File: src/rtl/idct_pkg.sv
// Shared definitions for the IDCT matrix-multiply stages (T-compute and S-compute).
package idct_pkg;

  // Sequencer states of a matrix-multiply stage.
  typedef enum logic [2:0] {
    S_IDLE    = 3'd0,
    S_LEAD_IN = 3'd1,
    S_ACC     = 3'd2,
    S_W0      = 3'd3,
    S_W1      = 3'd4,
    S_W2      = 3'd5,
    S_END     = 3'd6
  } state_e;

  // Block sizes: luma blocks are 16x16, chroma blocks 8x8.
  localparam int N_Y  = 16;
  localparam int N_UV = 8;

  // Column groups per row: three columns per group, last group partially used.
  localparam int G_Y  = 6;
  localparam int G_UV = 3;

  // Base of each coefficient matrix inside the C DPRAM.
  localparam logic [7:0] C_BASE_Y  = 8'h00;
  localparam logic [7:0] C_BASE_UV = 8'h80;

  // Fixed-point scaling applied to each finished dot product.
  localparam int T_SHIFT = 8;

  // Sign-extend a 16-bit signed RAM half-word to 32 bits.
  function automatic logic [31:0] sext16(input logic [15:0] v);
    return {{16{v[15]}}, v};
  endfunction

endpackage

File: src/rtl/coeff_triple_select.sv
// Picks three consecutive C matrix elements out of two adjacent packed C words
// and sign-extends them into the three multiplier lane operands.
module coeff_triple_select
  import idct_pkg::*;
(
  input  logic [31:0]      c_a_i,
  input  logic [31:0]      c_b_i,
  input  logic             odd_i,
  output logic [2:0][31:0] op_o
);

  // Even first column starts at the high half of word a; odd starts at its low half.
  always_comb begin
    op_o = '0;
    if (odd_i) begin
      op_o[0] = sext16(c_a_i[15:0]);
      op_o[1] = sext16(c_b_i[31:16]);
      op_o[2] = sext16(c_b_i[15:0]);
    end else begin
      op_o[0] = sext16(c_a_i[31:16]);
      op_o[1] = sext16(c_a_i[15:0]);
      op_o[2] = sext16(c_b_i[31:16]);
    end
  end

endmodule

File: src/rtl/compute_t.sv
// First IDCT matrix multiply: T = (S' * C) >>> 8, three output columns per pass
// through the shared three-lane multiplier, results written to the T DPRAM.
module compute_t
  import idct_pkg::*;
(
  input  logic               Clock_50,
  input  logic               Reset,
  input  logic               start,
  input  logic               Y_finished,
  output logic               done,
  output logic [7:0]         Address_Sp_a,
  input  logic [31:0]        Data_out_Sp_a,
  output logic [7:0]         Address_C_a,
  output logic [7:0]         Address_C_b,
  input  logic [31:0]        Data_out_C_a,
  input  logic [31:0]        Data_out_C_b,
  output logic [7:0]         T_DP_RAM_address_a,
  output logic               Write_en_T_a,
  output logic [31:0]        T_DP_RAM_write_data_a,
  output logic signed [31:0] mult_op1_a,
  output logic signed [31:0] mult_op1_b,
  output logic signed [31:0] mult_op1_c,
  output logic signed [31:0] mult_op2_a,
  output logic signed [31:0] mult_op2_b,
  output logic signed [31:0] mult_op2_c,
  input  logic signed [31:0] mult_result_a,
  input  logic signed [31:0] mult_result_b,
  input  logic signed [31:0] mult_result_c
);

  state_e           state_q;
  logic             uv_q;        // 1: 8x8 chroma block, 0: 16x16 luma block
  logic [3:0]       a_q;         // output row
  logic [2:0]       g_q;         // column group
  logic [4:0]       j_q;         // j whose addresses are being presented
  logic [4:0]       jd_q;        // j of the RAM data arriving this cycle
  logic [2:0][31:0] acc_q, acc_d;
  logic [7:0]       sp_addr_q, ca_addr_q, cb_addr_q, t_addr_q;
  logic             wr_en_q, done_q;
  logic [31:0]      wr_data_q;

  // S' word address: row a holds N/2 packed words, two j per word.
  function automatic logic [7:0] sp_addr_f(input logic uv, input logic [3:0] a,
                                           input logic [4:0] j);
    logic [7:0] row;
    row = uv ? {2'b00, a, 2'b00} : {1'b0, a, 3'b000};
    return row + 8'(j >> 1);
  endfunction

  // C word address of the first of three columns 3g..3g+2 in row j.
  function automatic logic [7:0] c_addr_f(input logic uv, input logic [2:0] g,
                                          input logic [4:0] j);
    logic [7:0] col0, row;
    col0 = {5'b0, g} + {4'b0, g, 1'b0};
    row  = uv ? {1'b0, j, 2'b00} : {j, 3'b000};
    return (uv ? C_BASE_UV : C_BASE_Y) + row + (col0 >> 1);
  endfunction

  // Mode-dependent sizes and current write geometry.
  logic [4:0]       n_cur;
  logic [2:0]       g_last;
  logic [7:0]       col0, row_base;
  logic             in_acc, g_wrap, a_last;
  logic [3:0]       a_nx;
  logic [2:0]       g_nx;
  logic [4:0]       j_inc;
  logic [2:0][31:0] c_ops, prod, t_val;
  logic [2:0][7:0]  lane_col;
  logic [2:0]       lane_ok;
  logic [15:0]      sp_half;
  logic [31:0]      sp_ext;

  assign n_cur    = uv_q ? 5'(N_UV) : 5'(N_Y);
  assign g_last   = uv_q ? 3'(G_UV - 1) : 3'(G_Y - 1);
  assign col0     = {5'b0, g_q} + {4'b0, g_q, 1'b0};
  assign row_base = uv_q ? {1'b0, a_q, 3'b000} : {a_q, 4'b0000};
  assign in_acc   = (state_q == S_ACC);
  assign g_wrap   = (g_q == g_last);
  assign a_last   = ({1'b0, a_q} == n_cur - 5'd1);
  assign a_nx     = g_wrap ? a_q + 4'd1 : a_q;
  assign g_nx     = g_wrap ? 3'd0 : g_q + 3'd1;
  assign j_inc    = j_q + 5'd1;

  // S' half for the returning word is chosen by the registered j.
  assign sp_half = jd_q[0] ? Data_out_Sp_a[15:0] : Data_out_Sp_a[31:16];
  assign sp_ext  = sext16(sp_half);

  coeff_triple_select u_sel (
    .c_a_i (Data_out_C_a),
    .c_b_i (Data_out_C_b),
    .odd_i (g_q[0]),       // 3g is odd exactly when g is odd
    .op_o  (c_ops)
  );

  // Operands are only driven while accumulating; idle lanes see zero.
  assign mult_op1_a = in_acc ? c_ops[0] : '0;
  assign mult_op1_b = in_acc ? c_ops[1] : '0;
  assign mult_op1_c = in_acc ? c_ops[2] : '0;
  assign mult_op2_a = in_acc ? sp_ext : '0;
  assign mult_op2_b = in_acc ? sp_ext : '0;
  assign mult_op2_c = in_acc ? sp_ext : '0;

  assign prod[0] = mult_result_a;
  assign prod[1] = mult_result_b;
  assign prod[2] = mult_result_c;

  // Accumulate: first j of a group loads, later j add; 32-bit wrap.
  always_comb begin
    acc_d = acc_q;
    if (in_acc) begin
      for (int l = 0; l < 3; l++)
        acc_d[l] = (jd_q == 5'd0) ? prod[l] : acc_q[l] + prod[l];
    end
  end

  // Per-lane write column, validity and scaled result.
  always_comb begin
    lane_col = '0;
    lane_ok  = '0;
    t_val    = '0;
    for (int l = 0; l < 3; l++) begin
      lane_col[l] = col0 + 8'(l);
      lane_ok[l]  = (lane_col[l] < {3'b000, n_cur});
      t_val[l]    = 32'($signed(acc_d[l]) >>> T_SHIFT);
    end
  end

  // Sequencer: address generation, accumulators and registered T writes.
  always_ff @(posedge Clock_50) begin
    if (Reset) begin
      state_q   <= S_IDLE;
      uv_q      <= 1'b0;
      a_q       <= '0;
      g_q       <= '0;
      j_q       <= '0;
      jd_q      <= '0;
      acc_q     <= '0;
      sp_addr_q <= '0;
      ca_addr_q <= '0;
      cb_addr_q <= '0;
      t_addr_q  <= '0;
      wr_en_q   <= 1'b0;
      wr_data_q <= '0;
      done_q    <= 1'b0;
    end else begin
      done_q  <= 1'b0;
      wr_en_q <= 1'b0;
      acc_q   <= acc_d;
      case (state_q)
        S_IDLE: begin
          if (start) begin
            uv_q      <= Y_finished;
            a_q       <= '0;
            g_q       <= '0;
            j_q       <= '0;
            jd_q      <= '0;
            sp_addr_q <= sp_addr_f(Y_finished, 4'd0, 5'd0);
            ca_addr_q <= c_addr_f(Y_finished, 3'd0, 5'd0);
            cb_addr_q <= c_addr_f(Y_finished, 3'd0, 5'd0) + 8'd1;
            state_q   <= S_LEAD_IN;
          end
        end
        S_LEAD_IN, S_ACC: begin
          if (state_q == S_ACC && j_q == n_cur) begin
            // Last product lands this cycle; lane 0 writes straight from acc_d.
            wr_en_q   <= lane_ok[0];
            t_addr_q  <= row_base + lane_col[0];
            wr_data_q <= t_val[0];
            state_q   <= S_W0;
          end else begin
            jd_q      <= j_q;
            j_q       <= j_inc;
            sp_addr_q <= sp_addr_f(uv_q, a_q, j_inc);
            ca_addr_q <= c_addr_f(uv_q, g_q, j_inc);
            cb_addr_q <= c_addr_f(uv_q, g_q, j_inc) + 8'd1;
            state_q   <= S_ACC;
          end
        end
        S_W0: begin
          wr_en_q   <= lane_ok[1];
          t_addr_q  <= row_base + lane_col[1];
          wr_data_q <= t_val[1];
          state_q   <= S_W1;
        end
        S_W1: begin
          wr_en_q   <= lane_ok[2];
          t_addr_q  <= row_base + lane_col[2];
          wr_data_q <= t_val[2];
          state_q   <= S_W2;
        end
        S_W2: begin
          j_q  <= '0;
          jd_q <= '0;
          if (g_wrap && a_last) begin
            sp_addr_q <= '0;
            ca_addr_q <= '0;
            cb_addr_q <= '0;
            t_addr_q  <= '0;
            wr_data_q <= '0;
            done_q    <= 1'b1;
            state_q   <= S_END;
          end else begin
            a_q       <= a_nx;
            g_q       <= g_nx;
            sp_addr_q <= sp_addr_f(uv_q, a_nx, 5'd0);
            ca_addr_q <= c_addr_f(uv_q, g_nx, 5'd0);
            cb_addr_q <= c_addr_f(uv_q, g_nx, 5'd0) + 8'd1;
            state_q   <= S_LEAD_IN;
          end
        end
        S_END: begin
          a_q     <= '0;
          g_q     <= '0;
          state_q <= S_IDLE;
        end
        default: state_q <= S_IDLE;
      endcase
    end
  end

  assign done                  = done_q;
  assign Address_Sp_a          = sp_addr_q;
  assign Address_C_a           = ca_addr_q;
  assign Address_C_b           = cb_addr_q;
  assign T_DP_RAM_address_a    = t_addr_q;
  assign Write_en_T_a          = wr_en_q;
  assign T_DP_RAM_write_data_a = wr_data_q;

endmodule

File: config.mk
export PLATFORM = sky130hd
export DESIGN_NAME = compute_t
export DESIGN_NICKNAME = d
export VERILOG_FILES = /design/src/rtl/idct_pkg.sv /design/src/rtl/coeff_triple_select.sv /design/src/rtl/compute_t.sv
export SDC_FILE = /design/constraint.sdc
export NUM_CORES = 1
export LEC_CHECK = 0
export CAP_MARGIN = 20
export CORE_MARGIN = 1.5
export CORE_UTILIZATION = 49
export DETAILED_ROUTE_END_ITERATION = 8
export PLACE_DENSITY_LB_ADDON = 0.12
export SETUP_SLACK_MARGIN = 0.5
export SYNTH_ARGS = -nofsm -noshare
export SYNTH_HDL_FRONTEND = slang
export SYNTH_SLANG_ARGS = --single-unit
File: constraint.sdc
create_clock -name Clock_50 -period 4.8 [get_ports Clock_50]
set_input_delay 0.48 -clock Clock_50 [delete_from_list [all_inputs] [get_ports Clock_50]]
set_output_delay 0.48 -clock Clock_50 [all_outputs]
set_load 0.01 [all_outputs]
==> results.txt, run 1 <==
- Outcome: finished, final reports clean
- In the global route stage, met1 resource usage came out at 41.45%.
- Clock-pin slew was measured on the worst setup and hold paths at 80 ps.
* Cell type contributing the most total cell area after synthesis: sky130_fd_sc_hd__dfxtp_1
* CTS sink cnt: 175
* Via count: 16390
- Fraction of met3 tracks used by global routing: 6.378%
* Pin slew with the least headroom to its limit: 1062 ps
* Total of flip-flops plus latches after synthesis: 175
- Sequential elements use 22.45% of the synthesized area.
- Buffer and inverter count on the worst path: 1
* Startpoint-to-endpoint class of the critical path: reg2out
* Number of global-route vias before repair: 15440
- Final antenna-violating net count: 0
- Floorplan Core Area: 0.03147 mm2
* Flip-flop and latch area: 0.003507 mm2
- Fraction of the cycle the final worst path needs: 81.63%
- Average size of a mapped cell: 7.458 um2
- The internal power of the cells totals 3.123 mW.
* Pins Over Slew Limit: 0
* IO Port Bufs: 453
* Relative area change from synthesis to final layout: 28.36%
- Total setup buffers inserted after CTS: 0
- First-pass GRT wire length: 84.55 mm
- The share of total power dissipated in sequential elements is 33.2%.
* Gr usage total: 32.46%
- The analysis attributes to cell leakage a power of 7.838 nW.
- Share of cells above drive strength 1: 3.838%
* Part of the power in combinational logic: 37.6%
- CP peak stage delay: 900 ps
* Largest clock skew in the final design: 17.63 ps
- In the final layout, the multi-input gates occupy 0.01052 mm2.
* Area fraction of the dominant cell type after synthesis: 22.45%
- The floorplan step defined a die boundary enclosing 0.03292 mm2.
- The worst setup path is launched from a flip-flop.
* Top cell family by delay on the critical path: simple AND/OR/NAND/NOR gates
* Worst slew margin relative to its limit: 28.93%
- Clock network latency to the later pin of the worst-skew pair: 470 ps
- Counting the buffers created by CTS gives 17.
- DR WL/cell: 19.93 um
* Number of detailed-route iterations in the first pass: 6
- met2 is the most crowded layer.
- The cell that appears most often on the critical path is sky130_fd_sc_hd__nor2_1.
- After synthesis, the cell types taking the most area are sky130_fd_sc_hd__dfxtp_1 22%, sky130_fd_sc_hd__ha_1 9.5%, sky130_fd_sc_hd__buf_4 6.5%.
* Final hold slack: 453.7 ps
* IO Pins: 454
- Post-Layout Cell Count: 2752
* Pre-CTS worst setup slack: 673.2 ps
* Post-Synthesis Cells: 2092
- STA classifies the critical path endpoint as a primary output.
* Worst IR Drop VDD: 0.2742 mV
- Clock Power Share: 29.1%
- In the synthesized netlist the async set-or-reset flop fraction comes to 0%.
- CP max stage cell: sky130_fd_sc_hd__nor2_1
* CTS tree: done
- Post-cts hold buffer count: 0
* Number of DRC violations after detailed routing: 0
* Worst-case setup margin in the final layout: 881.7 ps
- The total overflow left after global routing is 0.
- Post_cts resized: 0
* RePlAce Congestion: 0.9713
- DR iter-0 viols: 1470
- Of the total power, the share spent switching nets is 37.93%.
- During synthesis, Yosys emitted a total of 0 warnings.
- Summing all placed instances gives a cell area of 0.01940 mm2.
- Setup repair after global routing left no endpoint under its margin.
- No sink is reached through more buffers than the 2 on the longest clock path.
- For the final routed database, the setup TNS stands at 0 ps.
- In the routed layout, each cell is associated on average with a via count of 5.954.
* Critical Path, Cell by Cell: nor2_1 > nand2_4 > nor2_1 > clkdlybuf4s50_1
- Arrival time of data at the critical path endpoint: 3440 ps
* Final Util: 63.63%
* Critical path fanouts, max: 34
* Critical path required time: 4320 ps
- Die Y-Extent: 181.4 um
- For this run, the post-layout net count is 2654.
- CTS Root Buffer Type: sky130_fd_sc_hd__clkbuf_16
* Cell Pwr Density: 251.3 mW/mm2
* Most common flop cell mapped by yosys: sky130_fd_sc_hd__dfxtp_1
- For this design the total switching power over the nets is 1.909 mW.
- The tool flagged a number of max-cap violations equal to 0.
- The number of nets in the synthesized netlist is 2414.
- Placement Rows: 65
- Placed Instances: 2715
* M2 GR Usage: 52.92%
- Initial Utilization: 49.57%
- HPWL after detailed placement: 41.44 mm
- Total Wirelength: 54.85 mm
* Count of unique library cells instantiated by Yosys: 78
- CTS built an H-tree with a depth of 4.
- Total of endpoints with negative setup slack in the final report: 0
- Cell area after synthesis: 0.01560 mm2
- Post-route cell area: 0.02003 mm2
* Highest clock frequency the design can meet: 0.2552 GHz
- Number of fill cells in the layout: 2753
- The number of hold violations in the final report came to 0.
- The synthesized design contains 0 enable-type register cells.
* Pin count of the biggest net entering global routing: 86
* Classification of the worst-slack hold path: reg2reg
- Total Power Consumption: 5.032 mW
- Shortest period the worst path allows: 3918 ps
- The number of antenna violations at the first check in global routing came to 8.
- Measured along the x axis, the die boundary spans 181.4 um.
==> layout make-up <==
| type | instances | share of cell area, % |
|---|---|---|
| Timing Repair Buffer | 481 | 23.74 |
| Inverter | 31 | 0.5810 |
| Clock buffer | 17 | 2.124 |
| Tap cell | 402 | 2.512 |
| Multi-Input combinational cell | 1626 | 52.54 |
| Antenna cell | 5 | 0.06248 |
| Clock inverter | 15 | 0.9309 |
| Sequential cell | 175 | 17.51 |
==> cell usage in the layout (no fill, tap or decap), types with 17 or more instances in the layout <==
cell type	count
sky130_fd_sc_hd__o211ai_1	26
sky130_fd_sc_hd__a21oi_1	170
sky130_fd_sc_hd__a31oi_1	26
sky130_fd_sc_hd__nand2_1	249
sky130_fd_sc_hd__nor2_1	263
sky130_fd_sc_hd__a211oi_1	35
sky130_fd_sc_hd__mux2i_1	80
sky130_fd_sc_hd__xor2_1	38
sky130_fd_sc_hd__clkdlybuf4s50_1	452
sky130_fd_sc_hd__xnor2_1	70
sky130_fd_sc_hd__nand3_1	60
sky130_fd_sc_hd__o21ai_0	97
sky130_fd_sc_hd__dfxtp_1	174
sky130_fd_sc_hd__buf_4	28
sky130_fd_sc_hd__a21o_1	51
sky130_fd_sc_hd__inv_1	28
sky130_fd_sc_hd__clkbuf_16	17
sky130_fd_sc_hd__a311oi_1	40
sky130_fd_sc_hd__ha_1	118
sky130_fd_sc_hd__nor3_1	32
==> synth_stat cells (38+ instances only) <==
cell type and number:
sky130_fd_sc_hd__xnor2_1 70, sky130_fd_sc_hd__ha_1 118, sky130_fd_sc_hd__nand2_1 251, sky130_fd_sc_hd__nand3_1 60
sky130_fd_sc_hd__dfxtp_1 175, sky130_fd_sc_hd__mux2i_1 80, sky130_fd_sc_hd__xor2_1 38, sky130_fd_sc_hd__o21ai_0 98
sky130_fd_sc_hd__a21oi_1 170, sky130_fd_sc_hd__clkbuf_1 93, sky130_fd_sc_hd__nor2_1 264, sky130_fd_sc_hd__buf_4 136
sky130_fd_sc_hd__a311oi_1 40, sky130_fd_sc_hd__a21o_1 51
==> worst register-to-register path: cells and delay by family (launching register included) <==
family / cells / cell delay (ps)
AOI/OAI and AO/OA: 2 / 530
xor gates and xnor gates: 3 / 860
adders and majority gates: 4 / 1220
buffers and inverters: 1 / 190
DFF: 1 / 420
and+or+nand+nor: 3 / 300
==> power by group through the flow <==
stage | Combinational (mW) | Clock, mW | Sequential, mW
after global routing | 2.07 | 1.55 | 1.68
after global placement | 1.84 | 0 | 1.70
after floorplan | 1.26 | 0 | 1.66
final | 1.89 | 1.47 | 1.67
after detailed placement | 1.86 | 0 | 1.70
after CTS | 1.87 | 1.48 | 1.67
==> sequential cells by signal, summed over array words and instances, names as in the netlist <==
signal	flops
Write_en_T_a	1
Address_C_b	8
g_q	3
T_DP_RAM_write_data_a	24
state_q	3
uv_q	1
Address_Sp_a	8
jd_q	5
Address_C_a	8
j_q	5
T_DP_RAM_address_a	8
acc_q	96
a_q	4
done	1
==> final timing paths <==
check	startpoint	end	slack, ps	cells past startpoint
max	state_q[0]	mult_op1_a[21]	880	4
max reg2reg	g_q[0]	Address_C_b[7]	1130	13
min	T_DP_RAM_write_data_a[9]	T_DP_RAM_write_data_a[9]	450	2
min reg2reg	T_DP_RAM_write_data_a[9]	T_DP_RAM_write_data_a[9]	450	2
==> per-layer routing <==
metal | part of all wire (%) | wire, um
met5 | 0.038 | 21
met4 | 3.9 | 2151
met3 | 7.6 | 4180
met2 | 46 | 25380
met1 | 42 | 23110
==> logic make-up (layout without fill, tap and decap cells) <==
kind of cell,count (synthesis),count (layout),synth area share (%)
compound gates,602,602,25.72
xor+xnor,108,108,6.063
fa+ha+maj,126,126,10.49
buf+inv,291,544,10.32
flops,175,175,22.45
mux,84,84,5.445
other cells,0,5,0
simple gates,706,706,19.51
(Power assumes the default switching activity.)
==> run 2, diff against run 1 <==
--- a/config.mk
+++ b/config.mk
@@ -7,7 +7,7 @@
 export LEC_CHECK = 0
 export CAP_MARGIN = 20
 export CORE_MARGIN = 1.5
-export CORE_UTILIZATION = 49
+export CORE_UTILIZATION = 45
 export DETAILED_ROUTE_END_ITERATION = 8
 export PLACE_DENSITY_LB_ADDON = 0.12
 export SETUP_SLACK_MARGIN = 0.5
==> constraint.sdc (replaced) <==
create_clock -name Clock_50 -period 3.2 [get_ports Clock_50]
set_input_delay 0.32 -clock Clock_50 [delete_from_list [all_inputs] [get_ports Clock_50]]
set_output_delay 0.32 -clock Clock_50 [all_outputs]
set_load 0.01 [all_outputs]
==> results.txt, run 2 (synthesis gave the netlist of run 1 again) <==
- The floorplan step defined a core boundary enclosing 0.03437 mm2.
- The floorplan step set the die width to 189.2 um.
- For this run, design rule violations remaining after detail routing come to 0.
* Cell Pwr Density: 357.2 mW/mm2
* Met1 Use GR: 40.41%
* Hold depth: 3
* Final antenna-violating net count: 0
- Pin count of the biggest net entering global routing: 153
* Highest clock frequency the design can meet: 0.3335 GHz
- GRT busiest layer: met2
- Launch instance of the worst min-delay path: mult_result_b[3]
- IO Port Bufs: 453
- The worst setup path is launched from a flip-flop.
- In the final design database the tool counted 2862 nets.
* Worst hold path endpoint: acc_q[35]
- Gr usage total: 31.33%
- Pins Over Slew Limit: 0
* CTS sink cnt: 175
- The tightest hold path in the finished design has a slack of 204.4 ps.
* Placement Rows: 68
- The first global-routing pass estimated 89.36 mm of wire.
- Measured along the y axis, the die boundary spans 189.2 um.
* Setup repair after global routing missed its margin: yes
- In the layout the commonest cells are 412 x sky130_fd_sc_hd__clkdlybuf4s50_1, 244 x sky130_fd_sc_hd__nor2_1, 243 x sky130_fd_sc_hd__nand2_1, 212 x sky130_fd_sc_hd__buf_4, 156 x sky130_fd_sc_hd__dfxtp_1.
* Register clock-pin slew on the reported worst setup and hold paths: 80 ps
- Startpoint-to-endpoint class of the critical path: reg2reg
- Timing analysis after detailed placement gives a worst setup slack of -409.5 ps.
- Count of cells along the worst register-to-register path: 13
- In this run, CTS created clock tree buffers numbering 17.
- 454 I/O pins were placed.
* CTS Root Buffer Type: sky130_fd_sc_hd__clkbuf_16
- Summed over all layers, the global routing overflow is 0.
* Total Power Consumption: 8.227 mW
- Number of antenna violations at the first check in global routing: 0
- The routed design has 58.60 mm of wire.
* Leakage: 9.531 nW
* Number of global-route vias before repair: 16600
- Initial Utilization: 45.39%
* Worst setup path startpoint: g_q[0]
- Share of cells above drive strength 1: 18.68%
- In this run the critical register-to-register path is captured at Address_C_b[7].
* Arrival time of data at the critical path endpoint: 3320 ps
- Relative area change from synthesis to final layout: 47.63%
- Max-cap violations in this run came to 0.
* HPWL after detailed placement: 43.51 mm
* Clock tree buffer depth: 2
* Reg-to-reg setup timing slack: 200 ps
- Routability-driven placement finished with a final weighted congestion of 0.9287.
- The library cell used most frequently in the layout, excluding fill and tap cells, is sky130_fd_sc_hd__clkdlybuf4s50_1.
- Data on the critical path is required at its endpoint by 3520 ps.
* Fraction of met3 tracks used by global routing: 5.264%
* Total of endpoints with negative setup slack in the final report: 0
- M2 GR Usage: 52.49%
- Pin slew with the least headroom to its limit: 794.2 ps
- Clock network latency to the later pin of the worst-skew pair: 460 ps
- Fraction of the cycle the final worst path needs: 93.71%
- DR WL/cell: 19.48 um
- In the routed layout, each cell is associated on average with a via count of 5.787.
- CTS tree: done
* Startpoint of the worst register-to-register path: g_q[0]
* H-tree level count: 4
- The number of antenna diodes in the final layout is 0.
* Classification of the worst-slack hold path: in2reg
- The flow ran to the end, and the final reports show no timing, DRC or antenna violations.
- Shortest period the worst path allows: 2999 ps
- The die covers 0.03580 mm2.
- Measured against its own limit, the worst slew margin works out to 47.05%.
* DR iter-0 viols: 1242
- Number of detailed-route iterations in the first pass: 6
- Worst IR Drop VDD: 0.4118 mV
- The detailed router placed 17410 vias in this run.
- STA classifies the critical path endpoint as a flip-flop.
- Largest clock skew in the final design: 12.53 ps
* Worst-case setup margin in the final layout: 201.2 ps
* Top reg by flops: acc_q
- The register with the most flip-flops in the layout has 96 of them.
* Number of hold-slack violations in the final timing report: 0
- In this run the worst path has a maximum fanout of 3.
==> run 2: metal layers <==
layer / wire length, um / up-vias
li1: - / 8305
met1: 24510 / 8248
met2: 28010 / 754
met3: 4355 / 100
met4: 1732 / 0
met5: 0 / -
==> run 2: layout make-up <==
type	instances	area [um2]
sequential	175	3547
clock buffer	18	439.2
multi-input combinational	1626	11650
tap	455	569.3
clock inverter	14	143.9
inverter	31	116.4
fill	2895	11340
timing repair buffer	689	6565
==> run 2: timing repair <==
action | 4_1_cts | 5_1_grt
gates resized for setup | 137 | 145
buffers inserted | 27 | 11
setup endpoints to repair | 265 | 210
gates cloned | 1 | 2
hold buffers | 0 | 0
pin swaps | 86 | 69
==> run 2: per-stage QoR <==
step	setup TNS [ps]	area [um2]	util, %	cells
6_report	0	23030	67.01	3008
3_3_place_gp	-5269	20970	61.01	2935
4_1_cts	0	22350	65.01	2995
5_1_grt	0	23030	67.01	3008
3_5_place_dp	-6858	20970	61.01	2935
2_1_floorplan	0	15810	-	2092
==> run 2: report_power, final <==
part / total, mW / internal [mW] / switching, mW / leakage, nW
clock: 2.15 / 1.06 / 1.08 / 0.285
combinational: 3.56 / 1.74 / 1.83 / 7.82
sequential: 2.52 / 2.34 / 0.181 / 1.43
total: 8.23 / 5.14 / 3.09 / 9.53
==> run 2: how the worst max path moves through the flow <==
stage | endpoint | slack [ps] | depth (start not counted)
final | Address_C_b[7] | 200 | 13
after global routing | Address_C_b[7] | 20 | 12
after CTS | Address_C_b[7] | 120 | 13
after detailed placement | T_DP_RAM_write_data_a[22] | -410 | 14
after global placement | T_DP_RAM_write_data_a[8] | -350 | 13
after floorplan | Address_C_b[7] | 280 | 13
==> run 2: critical path, stage by stage (launching register included) <==
cell,delay (ps)
sky130_fd_sc_hd__dfxtp_4,360
sky130_fd_sc_hd__ha_4,160
sky130_fd_sc_hd__fa_2,390
sky130_fd_sc_hd__xor2_4,180
sky130_fd_sc_hd__ha_4,170
sky130_fd_sc_hd__fa_2,420
sky130_fd_sc_hd__nand3_2,90
sky130_fd_sc_hd__xnor2_1,110
sky130_fd_sc_hd__nor2_1,70
sky130_fd_sc_hd__a211oi_2,270
sky130_fd_sc_hd__nand4_1,160
sky130_fd_sc_hd__xor2_1,180
sky130_fd_sc_hd__a221oi_2,220
sky130_fd_sc_hd__nor3_1,60
==> run 3, diff against run 2 <==
--- a/config.mk
+++ b/config.mk
@@ -7,7 +7,7 @@
 export LEC_CHECK = 0
 export CAP_MARGIN = 20
 export CORE_MARGIN = 1.5
-export CORE_UTILIZATION = 45
+export CORE_UTILIZATION = 49
 export DETAILED_ROUTE_END_ITERATION = 8
 export PLACE_DENSITY_LB_ADDON = 0.12
 export SETUP_SLACK_MARGIN = 0.5
==> constraint.sdc (replaced) <==
create_clock -name Clock_50 -period 2.9 [get_ports Clock_50]
set_input_delay 0.29 -clock Clock_50 [delete_from_list [all_inputs] [get_ports Clock_50]]
set_output_delay 0.29 -clock Clock_50 [all_outputs]
set_load 0.01 [all_outputs]
==> results.txt, run 3 (synthesis gave the netlist of run 1 again) <==
- Counting cells, the worst reg-to-reg path comes to 12.
- Number of antenna violations at the first check in global routing: 2
* IO Pins: 454
* HPWL after detailed placement: 43.04 mm
- The initialized floorplan defines 65 standard-cell rows.
* Gr usage total: 35.19%
- STA classifies the critical path endpoint as a flip-flop.
- The final reports fail on negative setup slack.
- Leakage: 11.90 nW
- Floorplan Core Area: 0.03147 mm2
- Timing analysis after detailed placement gives a worst setup slack of -552.8 ps.
* Outcome: complete, but fails checks
- The initial utilization of the core area, before any placement, comes to 49.57%.
- IO Port Bufs: 453
* Cell Pwr Density: 380.9 mW/mm2
- H-tree level count: 4
- For this run, the post-layout net count is 2976.
- Highest clock frequency the design can meet: 0.3303 GHz
- Fraction of the cycle the final worst path needs: 104.4%
- The area growth from synthesis to layout is 60.14%.
- Number of buffers inserted during clock tree synthesis: 17
* Overall die area: 0.03292 mm2
* RePlAce Congestion: 0.9890
- The worst hold path begins at mult_result_c[12].
- The top cell types in the final layout, fill and taps aside, are 261 x sky130_fd_sc_hd__buf_4, 247 x sky130_fd_sc_hd__clkdlybuf4s50_1, 234 x sky130_fd_sc_hd__nor2_1, 231 x sky130_fd_sc_hd__nand2_1, 148 x sky130_fd_sc_hd__dfxtp_1.
- First-pass GRT wire length: 92.83 mm
* Final hold slack: 241.6 ps
* Clock network latency to the later pin of the worst-skew pair: 450 ps
* Share of cells above drive strength 1: 27.30%
- Setup violations remaining at the end of the flow were counted as 16.
- Max-cap violation count: 0
* Flip-flop count of the largest register after layout: 96
- Final Util: 79.39%
- Critical path fanouts, max: 3
- Critical path required time: 3200 ps
- Die width: 181.4 um
- For this block, the initial DRC count from the detailed router was 1840.
- The library cell used most frequently in the layout, excluding fill and tap cells, is sky130_fd_sc_hd__buf_4.
* Aggregate negative setup slack: -1023 ps
- DR WL/cell: 21.08 um
- Via count: 18650
- The clock arrives with 14.55 ps of skew.
- Summed over all layers, the global routing overflow is 0.
- CTS sink cnt: 175
- The worst-case IR drop observed on VDD is 0.4677 mV.
- The tightest min-delay check is of the in2reg type.
- Post-cts hold buffer count: 0
- For the worst setup path, the data arrival time is 3330 ps.
- Startpoint-to-endpoint class of the critical path: reg2reg
* Worst-case setup margin in the final layout: -127.6 ps
- In this run the clock root is driven by a sky130_fd_sc_hd__clkbuf_16.
* Net switching component of the power: 3.573 mW
- Number of global-route vias before repair: 17410
* Switching power share of the total: 37.54%
- Pin count of the biggest net entering global routing: 153
- The worst path in the final design needs a cycle of 3028 ps, including I/O delays and setup.
- Hold depth: 3
- The clock network burns 25.7% of the power.
- Number of DRC violations after detailed routing: 0
* Clock tree buffer depth: 2
- Once detail routing completed, the nets flagged for antenna violations numbered 0.
- Average via count per standard cell: 6.076
* Internal power: 5.944 mW
* Startpoint of the worst register-to-register path: acc_q[0]
- Endpoint of the worst register-to-register path: T_DP_RAM_write_data_a[8]
- Register clock-pin slew on the reported worst setup and hold paths: 70 ps
- Sequential cells account for 29.3% of the total power.
- The critical path ends at T_DP_RAM_write_data_a[8].
* Number of hold-slack violations in the final timing report: 0
* Top reg by flops: acc_q
- Part of the power in combinational logic: 45.0%
- Tracing the worst setup path back leads to its startpoint at acc_q[0].
- The worst register-to-register path has a setup slack of -130 ps.
- The worst pin sits at a relative slew slack of 39.14%.
* Kind of start point of the critical path: flip-flop
* Number of detailed-route iterations in the first pass: 6
* Die Y-Extent: 181.4 um
- Total Wirelength: 64.71 mm
* Pin slew with the least headroom to its limit: 912.9 ps
- Setup repair after global routing could not meet its margin everywhere.
* Pins Over Slew Limit: 0
- TritonCTS built the clock tree.
==> run 3: worst max-delay path, stage by stage (launching register included) <==
cell,delay (ps)
sky130_fd_sc_hd__dfxtp_2,330
sky130_fd_sc_hd__ha_4,160
sky130_fd_sc_hd__fa_2,370
sky130_fd_sc_hd__a211oi_2,300
sky130_fd_sc_hd__o21bai_1,150
sky130_fd_sc_hd__o2111ai_2,240
sky130_fd_sc_hd__a21oi_2,100
sky130_fd_sc_hd__o21a_1,190
sky130_fd_sc_hd__or3_4,340
sky130_fd_sc_hd__a31oi_4,210
sky130_fd_sc_hd__a211oi_2,100
sky130_fd_sc_hd__o311ai_1,290
sky130_fd_sc_hd__a21oi_1,100
==> run 3: how the worst min path moves through the flow <==
stage | to
after detailed placement | T_DP_RAM_address_a[7]
after global placement | jd_q[4]
after global routing | acc_q[76]
final | acc_q[76]
after CTS | acc_q[83]
after floorplan | uv_q
==> run 3: what timing repair did <==
action,4_1_cts,5_1_grt
setup endpoints to repair,307,232
gates resized for setup,354,304
buffers inserted,42,55
pin swaps,147,135
endpoints found under the hold margin,0,0
cloned,3,4
==> run 3: layer usage <==
layer | global-route usage, % | wire, um
met5 | 0 | 0
met4 | 14.83 | 3154
met3 | 5.495 | 5326
met2 | 60.09 | 30970
met1 | 44.05 | 25250
==> run 3: cell type report <==
type / instances / area [um2]
Sequential cell: 175 / 3560
Timing Repair Buffer: 802 / 7724
Antenna cell: 1 / 2.502
Tap cell: 402 / 503.0
Multi-Input combinational cell: 1627 / 12470
Fill cell: 2133 / 6487
Inverter: 31 / 128.9
Clock inverter: 15 / 172.7
Clock buffer: 17 / 425.4
==> run 3: stage by stage <==
step                      area (um2)  total power [mW]  instances
after floorplan                16150             4.942       2092
after global placement         21560             6.382       2933
after detailed placement       21560             6.456       2933
after CTS                      23440             9.132       3010
after global routing           24990             9.945       3070
final                          24990             9.517       3070
==> run 3: power groups by stage <==
| stage | sequential (mW) | clock (mW) | combinational, mW |
|---|---|---|---|
| 6_report | 2.79 | 2.45 | 4.28 |
| 3_5_place_dp | 2.81 | 0 | 3.64 |
| 4_1_cts | 2.77 | 2.47 | 3.89 |
| 2_1_floorplan | 2.75 | 0 | 2.19 |
| 3_3_place_gp | 2.81 | 0 | 3.57 |
| 5_1_grt | 2.80 | 2.58 | 4.57 |
